File: src/rtl/hazard_stall_unit.sv
`default_nettype none
// ============================================================================
// Module      : hazard_stall_unit
// Description : Pipeline hazard control. Drives the freeze/flush controls of
//               the PC, IF2ID, ID2EX and EX2MEM registers for three cases:
//               load-use hazards (ID vs EX), multi-cycle mul/div ops that
//               occupy EX, and taken branches resolved in ID. Also keeps a
//               saturating count of stall cycles (cycles with PC held).
// Ports       : clk, rest          - clock, async active-high reset
//               ID_Rs/ID_Rt        - ID source registers
//               ID_Uses_Rs/Rt      - ID instruction actually reads Rs/Rt
//               Branch_Taken       - branch in ID resolved taken
//               EX_OpCode          - opcode in ID2EX
//               EX_MemRead, EX_Rt  - EX instruction is a load, its dest reg
//               *_Freze / *_Flush  - pipeline register controls
//               Stall_Cycles       - saturating stall-cycle counter
// Revision    : 1.0 - initial release
// ============================================================================
module hazard_stall_unit #(
    parameter int         MD_LATENCY = 4,      // legal 2..15
    parameter logic [3:0] MUL_OPCODE = 4'hC,
    parameter logic [3:0] DIV_OPCODE = 4'hD
) (
    input  logic        clk,
    input  logic        rest,
    input  logic [3:0]  ID_Rs,
    input  logic [3:0]  ID_Rt,
    input  logic        ID_Uses_Rs,
    input  logic        ID_Uses_Rt,
    input  logic        Branch_Taken,
    input  logic [3:0]  EX_OpCode,
    input  logic        EX_MemRead,
    input  logic [3:0]  EX_Rt,
    output logic        PC_Freze,
    output logic        IF2ID_Freze,
    output logic        ID2EX_Freze,
    output logic        IF2ID_Flush,
    output logic        ID2EX_Flush,
    output logic        EX2MEM_Flush,
    output logic [15:0] Stall_Cycles
);

    typedef enum logic [0:0] {
        S_RUN     = 1'b0,
        S_MD_WAIT = 1'b1
    } state_t;

    // The detect cycle in RUN is the first freeze cycle and the release cycle
    // in MD_WAIT is the last EX cycle, so MD_WAIT only needs to count the
    // MD_LATENCY-2 freeze cycles in between.
    localparam logic [3:0] c_MD_LOAD = 4'(MD_LATENCY - 2);

    state_t      r_state;
    state_t      w_state_nxt;
    logic [3:0]  r_md_cnt;
    logic [3:0]  w_md_cnt_nxt;
    logic [15:0] r_stall_cnt;

    logic        w_is_md;
    logic        w_rs_hit;
    logic        w_rt_hit;
    logic        w_load_use;

    assign w_is_md    = (EX_OpCode == MUL_OPCODE) || (EX_OpCode == DIV_OPCODE);
    assign w_rs_hit   = ID_Uses_Rs && (ID_Rs == EX_Rt);
    assign w_rt_hit   = ID_Uses_Rt && (ID_Rt == EX_Rt);
    // R0 is hardwired, so a load targeting it can never feed a consumer.
    assign w_load_use = EX_MemRead && (EX_Rt != 4'd0) && (w_rs_hit || w_rt_hit);

    // ------------------------------------------------------------------------
    // Next-state and output decode
    // ------------------------------------------------------------------------
    always_comb begin
        w_state_nxt  = r_state;
        w_md_cnt_nxt = r_md_cnt;
        PC_Freze     = 1'b0;
        IF2ID_Freze  = 1'b0;
        ID2EX_Freze  = 1'b0;
        IF2ID_Flush  = 1'b0;
        ID2EX_Flush  = 1'b0;
        EX2MEM_Flush = 1'b0;

        // Outputs are forced idle for the whole time reset is held, even if
        // the inputs would otherwise request a stall.
        if (!rest) begin
            case (r_state)
                S_RUN: begin
                    if (w_is_md) begin
                        PC_Freze     = 1'b1;
                        IF2ID_Freze  = 1'b1;
                        ID2EX_Freze  = 1'b1;
                        EX2MEM_Flush = 1'b1;
                        w_state_nxt  = S_MD_WAIT;
                        w_md_cnt_nxt = c_MD_LOAD;
                    end else if (w_load_use) begin
                        // One bubble: the load moves to MEM and the hazard
                        // clears on its own next cycle.
                        PC_Freze     = 1'b1;
                        IF2ID_Freze  = 1'b1;
                        ID2EX_Flush  = 1'b1;
                    end else if (Branch_Taken) begin
                        IF2ID_Flush  = 1'b1;
                    end
                end

                S_MD_WAIT: begin
                    // ID/EX inputs are ignored here; a frozen taken branch in
                    // ID is still asserted and gets handled back in RUN.
                    if (r_md_cnt != 4'd0) begin
                        PC_Freze     = 1'b1;
                        IF2ID_Freze  = 1'b1;
                        ID2EX_Freze  = 1'b1;
                        EX2MEM_Flush = 1'b1;
                        w_md_cnt_nxt = r_md_cnt - 4'd1;
                    end else begin
                        // Release cycle: result advances; returning to RUN
                        // without re-evaluating is_md avoids re-detecting the
                        // op that is still visible in EX this cycle.
                        w_state_nxt  = S_RUN;
                    end
                end

                default: begin
                    w_state_nxt  = S_RUN;
                    w_md_cnt_nxt = 4'd0;
                end
            endcase
        end
    end

    // ------------------------------------------------------------------------
    // State, mul/div counter and stall counter
    // ------------------------------------------------------------------------
    always_ff @(posedge clk or posedge rest) begin
        if (rest) begin
            r_state     <= S_RUN;
            r_md_cnt    <= 4'd0;
            r_stall_cnt <= 16'd0;
        end else begin
            r_state  <= w_state_nxt;
            r_md_cnt <= w_md_cnt_nxt;
            if (PC_Freze && (r_stall_cnt != 16'hFFFF)) begin
                r_stall_cnt <= r_stall_cnt + 16'd1;
            end
        end
    end

    assign Stall_Cycles = r_stall_cnt;

endmodule
`default_nettype wire

File: config.mk
export PLATFORM = sky130hd
export DESIGN_NAME = hazard_stall_unit
export DESIGN_NICKNAME = d
export VERILOG_FILES = /design/src/rtl/hazard_stall_unit.sv
export SDC_FILE = /design/constraint.sdc
export NUM_CORES = 1
export LEC_CHECK = 0
export ABC_AREA = 1
export CAP_MARGIN = 10
export CORE_MARGIN = 2
export CORE_UTILIZATION = 48
export CTS_CLUSTER_DIAMETER = 100
export DETAILED_ROUTE_END_ITERATION = 8
export PLACE_DENSITY = 0.8
export SYNTH_ARGS = -nofsm -noshare
export SYNTH_HDL_FRONTEND = slang
export SYNTH_SLANG_ARGS = --single-unit
export TNS_END_PERCENT = 100
File: constraint.sdc
create_clock -name clk -period 2.14 [get_ports clk]
set_input_delay 0.428 -clock clk [delete_from_list [all_inputs] [get_ports clk]]
set_output_delay 0.428 -clock clk [all_outputs]
set_load 0.01 [all_outputs]
Yosys cells after proc, flatten, opt, wreduce, memory -nomap -nowiden

Index checks and enable logic that the tools add are counted.

Register bits after elaboration: 21
Bits of input ports: 22
Output and inout bits: 22

Add/sub/neg operators: 2
Equality and inequality tests: 7
Muxes and demuxes: 19
Bitwise operators: 2
Reduce and logical (&&, ||, !) cells: 10

Operator list:

| operator                                          | number |
|---|---|
| adder 16 x 1 -> 16 bit (second input constant)    | 1 |
| != test 16 bit (second input constant)            | 1 |
| 2-to-1 mux 1 bit                                  | 14 |
| equality test 4 bit                               | 2 |
| equality test 4 bit (second input constant)       | 2 |
| 2-to-1 mux 4 bit                                  | 2 |
| case mux 4 bit (2 select lines)                   | 1 |
| nonzero test 4 bit                                | 2 |
| logical AND 1 bit                                 | 5 |
| case mux 1 bit (2 select lines)                   | 2 |
| subtractor 4 x 1 -> 4 bit (second input constant) | 1 |
| AND reduction 3 bit                               | 1 |
| logical OR 1 bit                                  | 2 |
| != test 2 x 1 -> 1 bit (second input constant)    | 1 |
| != test 2 bit (second input constant)             | 1 |
| NOT 1 bit                                         | 2 |

Logic depth before layout (Yosys ltp)

Gate-level depths: netlist of the first run.

Word-level depth: 9
Depth in mapped cells: 12

Worst setup path after synthesis of the first run

No wires, ideal clock.

Path type: input to output
Start point: input port rest
End point: output port ID2EX_Freze
Data arrival time: 1472 ps
Data required time: 1712 ps
Path slack: 240 ps
Cell stages on the path: 4
Path buffers: 1
Cell sequence: inv_2 nand2_1 nor2_1 buf_4

Cells in the longest elaborated chain, start to end: 1

RTL lines:

| what             | RTL line | source |
|---|---|---|
| from (decl)      | 25       | `input logic rest,` |
| 2-to-1 mux 1 bit | -        |  |
| to (decl)        | 36       | `output logic ID2EX_Freze,` |

No other way between the ends.

Final worst setup path of the first run

Start point: input port ID_Uses_Rs
End point: output port IF2ID_Freze

Cells in the longest elaborated chain, start to end: 7

RTL lines:

| what                            | RTL line | source |
|---|---|---|
| from (decl)                     | 28       | `input logic ID_Uses_Rs,` |
| logical AND 1 bit               | 65       | `assign w_rs_hit = ID_Uses_Rs && (ID_Rs == EX_Rt);` |
| logical OR 1 bit                | 68       | `assign w_load_use = EX_MemRead && (EX_Rt != 4'd0) && (w_rs_hit \|\| w_rt_hit);` |
| logical AND 1 bit               | 68       |  |
| 2-to-1 mux 1 bit                | 95       | `end else if (w_load_use) begin` |
| 2-to-1 mux 1 bit                | 88       | `if (w_is_md) begin` |
| case mux 1 bit (2 select lines) | 86       | `case (r_state)` |
| 2-to-1 mux 1 bit                | 85       | `if (!rest) begin` |
| to (decl)                       | 35       | `output logic IF2ID_Freze,` |

No other way between the ends.

==> results of run 1 <==
worst max-delay path: cells and delay by family:
family	cells	cell delay (ns)
buf+inv	2	0.60
simple gates	5	0.41
compound gates	1	0.17
layout make-up:
cell class                      count  area (um2)
Fill cell                         285        1010
Multi-Input combinational cell    164         882
Sequential cell                    21         526
Timing Repair Buffer               49         447
Inverter                           29         109
Tap cell                           44        55.1
Clock buffer                        4        26.3
sequential cells by signal, summed over array words and instances, names as in the netlist:
signal,count
Stall_Cycles,16
r_md_cnt,4
r_state,1
routing by layer:
layer / share of wire [%] / vias to the layer above / global-route usage [%] / wire length (um)
li1: - / 803 / - / -
met3: 4.4 / 6 / 4.48 / 164
met5: 0 / - / 0 / 0
met4: 0.92 / 0 / 5.28 / 34
met2: 47 / 45 / 34.7 / 1730
met1: 48 / 709 / 30.6 / 1770
kinds of logic (layout without fill, tap and decap cells):
family	count (synthesis)	after routing
AOI/OAI and AO/OA	7	7
xor gates and xnor gates	12	12
adders and majority gates	3	3
buffers and inverters	35	82
DFF	21	21
and+or+nand+nor	142	142
repair_timing:
item / in CTS / in global routing
setup buffers: 0 / 0
pin swaps: 8 / 3
setup endpoints to repair: 6 / 6
resized for setup: 31 / 4
power groups by stage:
stage | clock [mW] | sequential (mW) | combinational [mW]
2_1_floorplan | 0 | 0.574 | 0.326
3_3_place_gp | 0 | 0.570 | 0.556
3_5_place_dp | 0 | 0.576 | 0.573
4_1_cts | 0.201 | 0.568 | 0.560
5_1_grt | 0.213 | 0.579 | 0.629
6_report | 0.195 | 0.570 | 0.558
worst min path at each step:
| stage | from | to | depth (start not counted) |
|---|---|---|---|
| 5_1_grt | Stall_Cycles[15] | Stall_Cycles[15] | 2 |
| 2_1_floorplan | rest | Stall_Cycles[0] | 1 |
| 6_report | Stall_Cycles[15] | Stall_Cycles[15] | 2 |
| 4_1_cts | rest | r_md_cnt[3] | 3 |
| 3_3_place_gp | Stall_Cycles[1] | Stall_Cycles[1] | 2 |
| 3_5_place_dp | Stall_Cycles[15] | Stall_Cycles[15] | 2 |
synth_stat cells:
cell | number | share of area (%)
nand3_1 | 10 | 3.3
nor2_1 | 20 | 4.9
o21ai_0 | 4 | 1.3
nor2_4 | 2 | 1.5
nor3b_1 | 1 | 0.49
buf_1 | 1 | 0.24
buf_4 | 2 | 0.98
nand3_4 | 2 | 2.3
a21oi_1 | 2 | 0.65
buf_6 | 1 | 0.73
inv_2 | 5 | 1.2
ha_1 | 3 | 2.4
a21boi_0 | 1 | 0.49
nand3b_1 | 1 | 0.49
dfrtp_1 | 21 | 34
nand3_2 | 1 | 0.65
nand4_1 | 20 | 8.1
buf_2 | 2 | 0.65
inv_1 | 23 | 5.6
nor3_4 | 1 | 1.1
clkinv_1 | 1 | 0.24
nor3_1 | 7 | 2.3
nand2_2 | 3 | 1.2
nand2_1 | 73 | 18
xnor2_1 | 5 | 2.8
xor2_1 | 7 | 4.0
and3_1 | 1 | 0.41
==> results.toml, run 1 <==
[run_status]
status = "finished clean"

[detailed_routing]
vias_per_cell = 5.03
firstDrtPassIters = 4
drc_errors = 0
wl_per_cell_um = 11.9
wl_um = 3700
drtIter0Drc = 75
routed-via-count = 1563
postRouteAntennaNets = 0

[synth]
synthesis.nets = 245
synthAdderAreaFrac_pct = 2.44
synthCells = 220
synth_compound_area_share_pct = 2.44
synth_area_um2 = 1540
ys_warn_count = 0
ys_seq_area_share_pct = 34.2
yosys.area_share.xor_xnor_pct = 6.83
synthSimpleGateAreaFrac_pct = 44.4
synth_top_family_by_area = "simple AND/OR/NAND/NOR gates"
synth.area.mux_share_pct = 0
syn_avg_cell_area_um2 = 6.99
ys_ff_latch = 21
synth_cell_type_count = 27

[clocking]
cts_tree = "done"
clock_sinks = 21
clock_latency_ns = 0.31
cts_made_buffers = 3
cts.htree.levels = 1
ctsLongestPathBuffers = 2
clk_pin_slew_ns = 0.12
cts_root_buffer = "clkbuf_4"
cts_hold_buf = 0

[critical_path]
r2r_slack_ns = 0.25
endpoint_kind = "primary output"
cp_common_cell = "nand2_1"
rr_worst_depth = 9
crit_chain = "clkdlybuf4s50_1 > nand2_1 > nor2_1 > nand3_1 > nand2_1 > nand2_2 > a21oi_2 > buf_2"
timing.rr.end = "Stall_Cycles[11]"
critPathCapture = "IF2ID_Freze"
start_kind = "input port"
worstSetupPathType = "input port to primary output"
cp-startpoint = "ID_Uses_Rs"
critPathSlowestCell = "clkdlybuf4s50_1"
worst-path-max-fanout = 3
r2r-start = "Stall_Cycles[0]"
crit_required_ns = 1.71
crit_path_max_incr_delay_ns = 0.45
arrival_ns = 1.62

[layout]
antenna_cells = 0
layout_commonest_cell = "nand2_1"
area_growth_pct = 33.0
num-nets-final = 293
final_core_utilization_pct = 67.0
drive_gt1_share_pct = 12.4
layout_common_cells = "nand2_1, clkdlybuf4s50_1, inv_1"
layoutNonFillerInstCount = 311
final_area_um2 = 2040

[sta]
setup_viol = 0
slew_headroom_pct = 76.2
holdWs_ns = 0.541
fmax_mhz = 489
fin_crit_ns = 2.04
rsz0062_at_grt = "yes"
fin_setup_tns_ns = 0
skew_ns = 0.00827
finalWorstSetupSlack_ns = 0.0960
slew_viol_final = 0
hold_viol = 0
fin_crit_sh_pct = 95.5
worstMarginPinSlew_ns = 0.355

[grt]
overflow = 0
first_global_vias = 1423
antenna_found_initial = 0
grt_max_degree = 23
grt_pass1_wl_um = 6210
groute.usage.overall_pct = 21.8

[hold_path]
hold_path_class = "register to register"

[power]
peakVddDrop_mv = 0.464
power.density_nw_per_um2 = 647
p_total_mw = 1.32
sequentialPowerShare_pct = 43.1
p_leak_nw = 1.03
p_int_mw = 0.806
switchingPower_mw = 0.517
swShare_pct = 39.1
clkPwrFrac_pct = 14.7
combPwrFrac_pct = 42.2

[die]
die_h_um = 60.6
start_util_pct = 50.4
dieArea_um2 = 3670
io_pins = 44
fp.dieW_um = 60.6
row_count = 20
core_area_um2 = 3050

[placed_design]
dp_slack_ns = -0.567
dpl-instance-area_um2 = 2030
placedCellCount = 307
hpwl_um = 2780
place_congestion = 0.864
io_buffers = 42

[flow_run]
max_cap_viol_count = 0
(Power assumes the default switching activity.)
==> inputs of run 2 (changes only) <==
Settings changed: CORE_MARGIN 2 to unset.
==> run 2 against run 1 <==
Total power about the same. First-iteration DRC count increased by 11%. Setup slack improved by 0.013 ns. Clock power about the same. Critical path depth unchanged. Design area increased by 1.5%. Sequential share of layout area decreased by 0.37 points. Sequential power decreased by 1%.
==> results.toml, run 2 (synthesis results as in run 1) <==
[critical_path]
critPathSlowestCell = "clkdlybuf4s50_1"
crit_required_ns = 1.71
endpoint_kind = "primary output"
crit_chain = "clkdlybuf4s50_1 > xnor2_1 > nand3_1 > nand2_1 > nand2_2 > nand2_2 > nor3b_2 > buf_2"
r2r_slack_ns = 0.26
cp_common_cell = "nand2_2"
start_kind = "input port"
rr_worst_depth = 9
worstSetupPathType = "input port to primary output"
worst-path-max-fanout = 3
crit_path_max_incr_delay_ns = 0.41
timing.rr.end = "Stall_Cycles[10]"
r2r-start = "Stall_Cycles[0]"
arrival_ns = 1.60

[die]
start_util_pct = 50.4
fp.dieW_um = 58.6
die_h_um = 58.6
dieArea_um2 = 3430
io_pins = 44
core_area_um2 = 3050
row_count = 20

[clocking]
cts_root_buffer = "clkbuf_4"
ctsLongestPathBuffers = 2
cts_made_buffers = 3
clock_latency_ns = 0.31
cts.htree.levels = 1
clock_sinks = 21
clk_pin_slew_ns = 0.11
cts_tree = "done"
cts_hold_buf = 0

[sta]
slew_headroom_pct = 75.0
holdWs_ns = 0.489
worstMarginPinSlew_ns = 0.372
slew_viol_final = 0
setup_viol = 0
fmax_mhz = 492
rsz0062_at_grt = "no"
fin_setup_tns_ns = 0
hold_viol = 0
fin_crit_sh_pct = 94.9
skew_ns = 0.00113
fin_crit_ns = 2.03

[grt]
first_global_vias = 1301
groute.usage.overall_pct = 22.4
overflow = 0
grt_pass1_wl_um = 5840
antenna_found_initial = 0
grt_max_degree = 23

[layout]
layout_common_cells = "nand2_1, clkdlybuf4s50_1, inv_1"
num-nets-final = 295
layout_commonest_cell = "nand2_1"
final_area_um2 = 2070
antenna_cells = 0
area_growth_pct = 34.9
drive_gt1_share_pct = 13.0
largest_reg_flops = 16

[detailed_routing]
postRouteAntennaNets = 0
drtIter0Drc = 83
drc_errors = 0
wl_um = 3460
wl_per_cell_um = 11.0
vias_per_cell = 4.86
firstDrtPassIters = 4
routed-via-count = 1522

[power]
p_total_mw = 1.32
p_leak_nw = 1.07
peakVddDrop_mv = 0.478
power.density_nw_per_um2 = 638

[hold_path]
hold_path_class = "input port to asynchronous set/reset pin"

[placed_design]
place_congestion = 0.840
io_buffers = 42
dpl-instance-area_um2 = 2030
hpwl_um = 2560

[flow_run]
max_cap_viol_count = 0

[run_status]
status = "finished clean"
run 2: cell count changes in the layout (fill, tap and decap cells not counted), sizes merged:
cell	previous run	this run
dlymetal6s2s	2	6
buf	11	13
dlygate4sd2	9	5
run 2: metal layers:
layer	global-route usage, %	share of wire, %	up-vias
li1	-	-	806
met1	31.2	49	681
met2	35.1	47	30
met3	5.71	3.8	5
met4	5.10	0.93	0
met5	0	0	-
run 2: timing repair:
action	in CTS	in global routing
resized for setup	25	9
pin swaps	1	12
setup endpoints to repair	6	6
gates cloned	0	0
setup buffers	0	1
run 2: cell type report:
cell class / instances / area (um2)
multi-input combinational: 164 / 882
clock buffer: 4 / 26.3
timing repair buffer: 51 / 477
fill: 272 / 978
sequential: 21 / 526
inverter: 29 / 109
tap: 44 / 55.1
run 2: metrics by stage:
step	cells	util (%)	setup WS [ns]
after global placement	308	66.6	-0.509
after detailed placement	308	66.6	-0.518
after global routing	313	68.0	0.0105
final	313	68.0	0.109
after floorplan	220	-	0.240
after CTS	312	66.8	0.00806
run 2: worst max-delay path by stage:
stage / startpoint / end / slack, ns / cells past startpoint
final: ID_Rs[2] / IF2ID_Flush / 0.11 / 8
after global routing: EX_Rt[2] / IF2ID_Flush / 0.01 / 11
after CTS: ID_Rt[2] / IF2ID_Flush / 0.008 / 11
after detailed placement: EX_Rt[2] / IF2ID_Flush / -0.52 / 10
after global placement: EX_Rt[2] / IF2ID_Flush / -0.51 / 10
after floorplan: rest / ID2EX_Freze / 0.24 / 4
run 2: critical path: cells and delay by family:
kind	cells	cell delay [ns]
buf+inv	2	0.56
simple gates	5	0.49
xor+xnor	1	0.13
run 2: power by group:
group / internal (mW) / switching (mW)
registers: 0.477 / 0.0864
logic: 0.266 / 0.299
clock network: 0.0728 / 0.123
total: 0.817 / 0.508
==> inputs of run 3 (changes only) <==
Settings changed: CORE_MARGIN set to 3, CTS_CLUSTER_DIAMETER 100 to unset.
==> run 3 against run 2 <==
Total power up 1.3%. First-iteration DRC count is 76% higher. Critical path type unchanged. Setup slack got worse by 0.021 ns. Die area is 14% higher. Combinational power rose by 1%. Register-to-register slack lost 0.09 ns. Routed wire length up 12%.
==> results.toml, run 3 (synthesis results as in run 1) <==
[grt]
first_global_vias = 1505
antenna_found_initial = 0
overflow = 0
grt_pass1_wl_um = 6600
grt_max_degree = 23
groute.usage.overall_pct = 20.1

[layout]
area_growth_pct = 34.5
largest_reg_flops = 16
seq_area_um2 = 526
layout_common_cells = "nand2_1, clkdlybuf4s50_1, inv_1"
multi_input_area_um2 = 895
antenna_cells = 0
final_core_utilization_pct = 71.3
layout_commonest_cell = "nand2_1"
drive_gt1_share_pct = 13.4
layoutNonFillerInstCount = 310
fill_cells = 253
num-nets-final = 294

[critical_path]
worst-path-max-fanout = 3
r2r-start = "Stall_Cycles[0]"
arrival_ns = 1.62
worstSetupPathType = "input port to primary output"
cp-startpoint = "ID_Rs[2]"
crit_required_ns = 1.71
start_kind = "input port"
endpoint_kind = "primary output"

[sta]
hold_viol = 0
slew_viol_final = 0
fin_crit_ns = 2.05
setup_viol = 0
worstMarginPinSlew_ns = 0.289
holdWs_ns = 0.489
skew_ns = 0.00476
fmax_mhz = 487
fin_crit_sh_pct = 95.9
rsz0062_at_grt = "no"
slew_headroom_pct = 80.6

[placed_design]
place_congestion = 0.845
hpwl_um = 2850
placedCellCount = 305
io_buffers = 42

[clocking]
cts_root_buffer = "clkbuf_4"
cts_hold_buf = 0
ctsLongestPathBuffers = 2
clock_latency_ns = 0.31
cts_tree = "done"
clock_sinks = 21
cts.htree.levels = 1
clk_pin_slew_ns = 0.12
cts_made_buffers = 3

[detailed_routing]
wl_per_cell_um = 12.4
routed-via-count = 1571
firstDrtPassIters = 4
postRouteAntennaNets = 0
drc_errors = 0
drtIter0Drc = 146
vias_per_cell = 5.07
wl_um = 3860

[die]
fp.dieW_um = 62.6
dieArea_um2 = 3920
io_pins = 44
die_h_um = 62.6
core_area_um2 = 2900
start_util_pct = 53.0
row_count = 19

[hold_path]
hold_path_class = "input port to asynchronous set/reset pin"

[run_status]
status = "finished clean"

[flow_run]
max_cap_viol_count = 0

[power]
peakVddDrop_mv = 0.461
power.density_nw_per_um2 = 649
p_total_mw = 1.34
p_leak_nw = 1.07
## run 3: changes by cell type in the layout (fill, tap and decap cells not counted)
cell / change
dlygate4sd2_1: +1
inv_2: +1
inv_1: -1
nor2_1: -1
buf_4: -2
nand3_2: +1
nor2_2: +1
clkdlybuf4s15_1: -1
## run 3: layer usage
| metal | vias up | share of wire, % | global-route usage (%) |
|---|---|---|---|
| li1 | 810 | - | - |
| met1 | 706 | 45 | 25.3 |
| met2 | 47 | 48 | 35.4 |
| met3 | 8 | 5.2 | 4.14 |
| met4 | 0 | 1.7 | 4.41 |
| met5 | - | 0 | 0 |
## run 3: worst paths after layout
| path | endpoint | slack, ns | depth (start not counted) |
|---|---|---|---|
| max | IF2ID_Flush | 0.09 | 8 |
| min | r_md_cnt[2] | 0.49 | 3 |
| max reg2reg | Stall_Cycles[3] | 0.17 | 9 |
| min reg2reg | Stall_Cycles[4] | 0.54 | 2 |
| max in group asynchronous | Stall_Cycles[8] | 1.43 | 3 |
| min in group clk | Stall_Cycles[4] | 0.54 | 2 |
## run 3: cell type report
| class | count | area share [%] |
|---|---|---|
| clock buffer | 4 | 1.27 |
| inverter | 29 | 5.26 |
| multi-input combinational | 165 | 43.3 |
| sequential | 21 | 25.4 |
| tap | 42 | 2.54 |
| timing repair buffer | 49 | 22.3 |
## run 3: timing repair
action                                 in CTS  in global routing
resized for setup                          23                 12
buffers inserted                            0                  0
endpoints found under the hold margin       0                  0
setup endpoints to repair                   6                  6
cloned                                      0                  1
pin swaps                                   0                  8
## run 3: stage by stage
step	instance area (um2)	worst slack [ns]	setup TNS, ns
6_report	2070	0.0881	0
5_1_grt	2070	0.00470	0
3_5_place_dp	2020	-0.559	-4.21
3_3_place_gp	2020	-0.489	-3.65
2_1_floorplan	1540	0.240	0
4_1_cts	2040	-0.0977	-0.193
## run 3: power breakdown
group / total [mW] / internal (mW) / switching (mW) / leakage [nW]
registers: 0.566 / 0.477 / 0.0890 / 0.281
logic: 0.573 / 0.260 / 0.313 / 0.771
clock network: 0.202 / 0.0730 / 0.129 / 0.0150
total: 1.34 / 0.811 / 0.531 / 1.07
## run 3: worst max-delay path: stages
cell	delay (ns)
clkdlybuf4s50_1	0.41
xnor2_1	0.13
nand3_1	0.08
nand2_1	0.06
nand2_2	0.10
nand2_2	0.08
nor3b_2	0.18
buf_2	0.15
